[config.mk]
export PLATFORM = sky130hd
export DESIGN_NAME = uart_tx_flat
export DESIGN_NICKNAME = d
export VERILOG_FILES = /design/src/rtl/uart_tx_if.sv /design/src/rtl/uart_tx.sv /design/src/flat_wrapper.sv
export SDC_FILE = /design/constraint.sdc
export NUM_CORES = 1
export LEC_CHECK = 0
export ABC_CLOCK_PERIOD_IN_PS = 5780
export BUFFER_PORTS_ARGS = -buffer_cell sky130_fd_sc_hd__clkbuf_2
export CAP_MARGIN = 10
export CORE_ASPECT_RATIO = 0.6
export CORE_MARGIN = 2
export CORE_UTILIZATION = 30
export DETAILED_ROUTE_END_ITERATION = 8
export GPL_TIMING_DRIVEN = 0
export HOLD_SLACK_MARGIN = 0.1
export PLACE_DENSITY = 0.46
export SLEW_MARGIN = 20
export SYNTH_ARGS = -nofsm -noshare
export SYNTH_HDL_FRONTEND = slang
export SYNTH_SLANG_ARGS = --single-unit
export TNS_END_PERCENT = 100
[constraint.sdc]
create_clock -name clk -period 5.78 [get_ports clk]
set_clock_uncertainty 0.2 [all_clocks]
set_input_delay 0.578 -clock clk [delete_from_list [all_inputs] [get_ports clk]]
set_output_delay 0.578 -clock clk [all_outputs]
set_load 0.02 [all_outputs]
[src/rtl/uart_tx_if.sv]
// uart_tx_if: parallel byte handshake feeding the UART transmitter.
//   data  - byte to send, sampled on an edge where valid && ready
//   valid - producer has a byte
//   ready - transmitter can accept a byte (registered in the transmitter)
// master: producer side. slave: transmitter side.
interface uart_tx_if #(
  parameter int DATA_BITS = 8
);
  logic [DATA_BITS-1:0] data;
  logic                 valid;
  logic                 ready;

  modport master (output data, output valid, input ready);
  modport slave  (input data, input valid, output ready);
endinterface

[src/rtl/uart_tx.sv]
// uart_tx: UART serial transmitter.
// Takes one byte over a valid/ready handshake and sends one frame:
// start bit, DATA_BITS data bits LSB first, optional parity bit, STOP_BITS stop bits.
// The bit period is the runtime baudrate in clocks (0 is treated as 1). It is
// captured at acceptance and held for the whole frame.
// Ports:
//   clk      - rising-edge clock
//   rst      - asynchronous active-high reset; aborts any frame and idles the line
//   bus      - uart_tx_if.slave: data/valid in, ready out (registered)
//   baudrate - clocks per bit
//   dataline - serial output, idle high (registered)
//   busy     - high while a frame is on the line (registered)
module uart_tx #(
  parameter int DATA_BITS = 8,
  parameter int BAUD_W    = 16,
  parameter int PARITY    = 0,   // 0 none, 1 even, 2 odd
  parameter int STOP_BITS = 1
) (
  input  logic              clk,
  input  logic              rst,
  uart_tx_if.slave          bus,
  input  logic [BAUD_W-1:0] baudrate,
  output logic              dataline,
  output logic              busy
);

  typedef enum logic [2:0] {
    S_IDLE,
    S_START,
    S_DATA,
    S_PARITY,
    S_STOP
  } state_t;

  localparam logic [3:0]        LAST_DATA = 4'(DATA_BITS - 1);
  localparam logic [3:0]        LAST_STOP = 4'(STOP_BITS - 1);
  localparam logic [BAUD_W-1:0] ONE       = BAUD_W'(1);

  state_t                 state;
  logic [DATA_BITS-1:0]   shreg;
  logic [BAUD_W-1:0]      b_l;
  logic [BAUD_W-1:0]      clk_cnt;
  logic [3:0]             bit_cnt;
  logic                   par_bit;
  logic                   ready_q;
  logic [BAUD_W-1:0]      b_eff;

  assign b_eff     = (baudrate == '0) ? ONE : baudrate;
  assign bus.ready = ready_q;

  // clk_cnt is loaded with B-1 at every bit boundary and the bit ends on the
  // edge where it reads 0, so each bit occupies exactly B clocks.
  always_ff @(posedge clk or posedge rst) begin
    if (rst) begin
      state    <= S_IDLE;
      shreg    <= '0;
      b_l      <= ONE;
      clk_cnt  <= '0;
      bit_cnt  <= '0;
      par_bit  <= 1'b0;
      ready_q  <= 1'b0;
      dataline <= 1'b1;
      busy     <= 1'b0;
    end else begin
      case (state)
        S_IDLE: begin
          dataline <= 1'b1;
          busy     <= 1'b0;
          ready_q  <= 1'b1;
          // ready_q gates acceptance, so the first edge after reset only raises ready.
          if (bus.valid && ready_q) begin
            shreg    <= bus.data;
            b_l      <= b_eff;
            clk_cnt  <= b_eff - ONE;
            bit_cnt  <= '0;
            par_bit  <= (PARITY == 2) ? ~(^bus.data) : (^bus.data);
            dataline <= 1'b0;
            ready_q  <= 1'b0;
            busy     <= 1'b1;
            state    <= S_START;
          end
        end

        S_START: begin
          if (clk_cnt == '0) begin
            dataline <= shreg[0];
            shreg    <= shreg >> 1;
            clk_cnt  <= b_l - ONE;
            bit_cnt  <= '0;
            state    <= S_DATA;
          end else begin
            clk_cnt <= clk_cnt - ONE;
          end
        end

        S_DATA: begin
          if (clk_cnt == '0) begin
            clk_cnt <= b_l - ONE;
            if (bit_cnt == LAST_DATA) begin
              bit_cnt <= '0;
              if (PARITY != 0) begin
                dataline <= par_bit;
                state    <= S_PARITY;
              end else begin
                dataline <= 1'b1;
                state    <= S_STOP;
              end
            end else begin
              dataline <= shreg[0];
              shreg    <= shreg >> 1;
              bit_cnt  <= bit_cnt + 4'd1;
            end
          end else begin
            clk_cnt <= clk_cnt - ONE;
          end
        end

        S_PARITY: begin
          if (clk_cnt == '0) begin
            dataline <= 1'b1;
            clk_cnt  <= b_l - ONE;
            bit_cnt  <= '0;
            state    <= S_STOP;
          end else begin
            clk_cnt <= clk_cnt - ONE;
          end
        end

        S_STOP: begin
          dataline <= 1'b1;
          // Stop bits are counted one B-period at a time so clk_cnt never
          // needs to hold STOP_BITS*B.
          if (clk_cnt == '0) begin
            if (bit_cnt == LAST_STOP) begin
              bit_cnt <= '0;
              ready_q <= 1'b1;
              busy    <= 1'b0;
              state   <= S_IDLE;
            end else begin
              bit_cnt <= bit_cnt + 4'd1;
              clk_cnt <= b_l - ONE;
            end
          end else begin
            clk_cnt <= clk_cnt - ONE;
          end
        end

        default: begin
          dataline <= 1'b1;
          busy     <= 1'b0;
          ready_q  <= 1'b0;
          state    <= S_IDLE;
        end
      endcase
    end
  end

endmodule
[src/flat_wrapper.sv]
// flat-port wrapper written by rule: the top's interface ports become plain ports
module uart_tx_flat 
#(
  parameter int DATA_BITS = 8,
  parameter int BAUD_W    = 16,
  parameter int PARITY    = 0,                           
  parameter int STOP_BITS = 1
)
  (clk, rst, baudrate, dataline, busy, bus_data, bus_valid, bus_ready);
  uart_tx_if #(.DATA_BITS(DATA_BITS)) bus_i ();
  input  logic clk;
  input  logic rst;
  input  logic [BAUD_W-1:0] baudrate;
  output logic dataline;
  output logic busy;
  input wire logic [$bits(bus_i.data)-1:0] bus_data;
  input wire logic [$bits(bus_i.valid)-1:0] bus_valid;
  output wire logic [$bits(bus_i.ready)-1:0] bus_ready;
  assign bus_i.data = bus_data;
  assign bus_i.valid = bus_valid;
  assign bus_ready = bus_i.ready;
  uart_tx #(.DATA_BITS(DATA_BITS), .BAUD_W(BAUD_W), .PARITY(PARITY), .STOP_BITS(STOP_BITS)) u_core (.clk(clk), .rst(rst), .bus(bus_i), .baudrate(baudrate), .dataline(dataline), .busy(busy));
endmodule
==> results by group <==
Placed design
  – Pre-CTS setup slack: 2470 ps
  – PortBufs: 29
  – Final Wtd Congestion: 0.831
  – HPWL after detailed placement: 5880 um

Yosys
  – Post-Synthesis Net Count: 347
  – Post-synth EDFFs: 0
  – Register area share after synthesis: 41.7%
  – Largest cells by area after synthesis: dfrtp_1 (40%), a21oi_1 (7.0%), mux2_2 (6.7%)
  – Synth Instances: 317
  – Post-synth top area share: 40.0%
  – Main synth FF type: dfrtp_1
  – Synthesis-stage register bit count: 50
  – Synth async-reset ratio: 100%
  – Syn_area_per_cell: 9.48 um^2
  – Most frequent cell after synthesis: dfrtp_1
  – Synth top cells by count: dfrtp_1 (48), a21oi_1 (42), nor2_1 (41)
  – Area leader, netlist: dfrtp_1
  – Synthesized area: 3000 um^2
  – Synth warn: 0
  – Post-synthesis cell type count: 60

Layout
  – N_diodes: 0
  – Area delta synth->final: 16.3%
  – Filler cells: 1002
  – Layout Nets: 383
  – Layout Utilization: 35.6%
  – Share of layout cells above drive strength 1: 23.7%

GRT
  – Vias in the first global route: 2278
  – Overflow after GRT: 0
  – Initial antenna violation count: 0
  – Largest net degree at the start of global routing: 51
  – Total track usage: 15.8%
  – Global-route wire length before repair: 12900 um

Setup path
  – Crit Path Max Fanout: 10
  – Critical Path RT: 5760 ps
  – Critical Path Start Type: flip-flop
  – CP endpoint kind: flip-flop
  – CP arrival: 3280 ps
  – R2R depth: 6
  – CP Class: flip-flop to flip-flop

CTS
  – Clock sink count: 50
  – CTS Hold Bufs: 0
  – Clock tree buffer depth: 2
  – Inserted Clock Buffers: 5
  – Post-CTS sizing: 0
  – H-tree depth: 2
  – Clock latency on the worst-skew pair: 300 ps
  – CTS tree: done
  – Clk slew on worst S/H paths: 70 ps
  – Setup Buffers After CTS: 0
  – Clock Tree Root: clkbuf_16

Power
  – VDD IR max: 135 uV
  – Power per cell area: 294 nW/um^2
  – Overall power: 1.03 mW
  – Pleak: 1.59 nW

Drt
  – DRT iter0 DRCs: 179
  – DRT Pass-1 Iters: 4
  – DRC viols: 0
  – Total Routed Length: 8050 um
  – Via count: 2487
  – Via/cell ratio: 5.09
  – Routed Antenna Nets: 0
  – WL per Instance: 16.5 um

Timing
  – RSZ-0062 raised after global routing: no
  – Fin. max-slew vios: 0
  – Setup-failing EPs final: 0
  – Upper clock frequency limit: 303 MHz
  – Final setup margin: 2480 ps
  – Final Critical Period: 3300 ps
  – Post-Route Setup TNS: 0 ps
  – Final period util: 57.0%
  – Slew HR: 28.1%
  – Least-Margin Pin Slew: 1070 ps
  – Final Hold Fails: 0

Floorplan
  – IO Pins: 30
  – Die width: 133 um
  – Num rows: 28
  – Core area: 9810 um^2
  – Die ar.: 10900 um^2
  – Starting Density: 30.6%
  – DIE HEIGHT: 81.5 um

Flow run
  – Maxcap violations: 0

Hold path
  – HP Class: input pin to asynchronous set/reset pin

Outcome
  – Status: completed
logic make-up (layout without fill, tap and decap cells):
group | count (synthesis) | after routing | synth area share, %
buffers and inverters | 19 | 56 | 3.42
XOR/XNOR | 13 | 13 | 3.79
AO/OA/AOI/OAI | 93 | 93 | 20.1
multiplexers | 29 | 29 | 10.4
AND/OR/NAND/NOR | 110 | 110 | 19.3
flip-flops | 50 | 50 | 41.7
adder cells (fa/ha/maj) | 3 | 3 | 1.25
worst paths after layout:
path,from,to,slack [ps]
max,u_core.state[0]$_DFFE_PP0P_,u_core.b_l[9]$_DFFE_PP0P_,2480
min,rst,u_core.b_l[8]$_DFFE_PP0P_,160
max reg2reg,u_core.state[0]$_DFFE_PP0P_,u_core.b_l[9]$_DFFE_PP0P_,2480
min reg2reg,u_core.b_l[0]$_DFFE_PP1P_,u_core.b_l[0]$_DFFE_PP1P_,310
max in group asynchronous,rst,u_core.shreg[2]$_DFFE_PP0P_,4770
min in group clk,u_core.b_l[0]$_DFFE_PP1P_,u_core.b_l[0]$_DFFE_PP1P_,310
metrics by stage:
step                cell area, um^2  cells  hold slack (ps)
floorplan                      3000    317              280
global placement               3320    481              295
detailed placement             3320    481              299
CTS                            3490    489              205
global route                   3490    489              221
finish                         3490    489              161
placed cells by master (no fill, tap or decap), types with 5 or more instances in the layout:
cell type / n
a21oi_1: 42
o21ai_0: 15
dfrtp_1: 48
clkbuf_16: 5
nor3_1: 11
nand2_1: 21
nand3_1: 7
clkbuf_2: 29
nor2_1: 41
clkbuf_1: 7
xnor2_1: 10
mux2_2: 18
mux2i_1: 11
sequential cells by signal (all words and copies together) (netlist names):
signal	cells
u_core.clk_cnt	16
u_core.dataline	1
u_core.shreg	8
u_core.busy	1
u_core.bus.ready	1
u_core.bit_cnt	4
u_core.b_l	16
u_core.state	3
area by class of cell:
class                      instances  area [um^2]  area share [%]
clock buffer                       5          125            3.58
inverter                           4         17.5           0.501
sequential                        50         1250            35.9
multi-input combinational        248         1650            47.3
timing repair buffer              29          145            4.15
tap                              135          169            4.83
clock inverter                     3         43.8            1.25
buffer                            15         87.6            2.51
where the power goes:
| part | leakage [nW] | switching, mW | internal, mW | total, mW |
|---|---|---|---|---|
| combinational | 0.884 | 0.134 | 0.115 | 0.249 |
| sequential | 0.623 | 0.0452 | 0.388 | 0.433 |
| clock | 0.0842 | 0.140 | 0.205 | 0.346 |
metal layers:
metal	global-route usage (%)	routed length (um)	vias up
met4	3.19	58	0
met5	0	0	-
met3	3.58	594	5
met2	20.8	2950	68
li1	-	-	1229
met1	25.4	4450	1185
critical path, stage by stage, from the launching register on:
cell      delay (ps)
dfrtp_1          400
clkbuf_1         210
nor2_1           380
nand3_1          180
nor2_1           830
clkbuf_1         570
mux2_2           400
No activity file was read; power rests on OpenSTA's default activity.
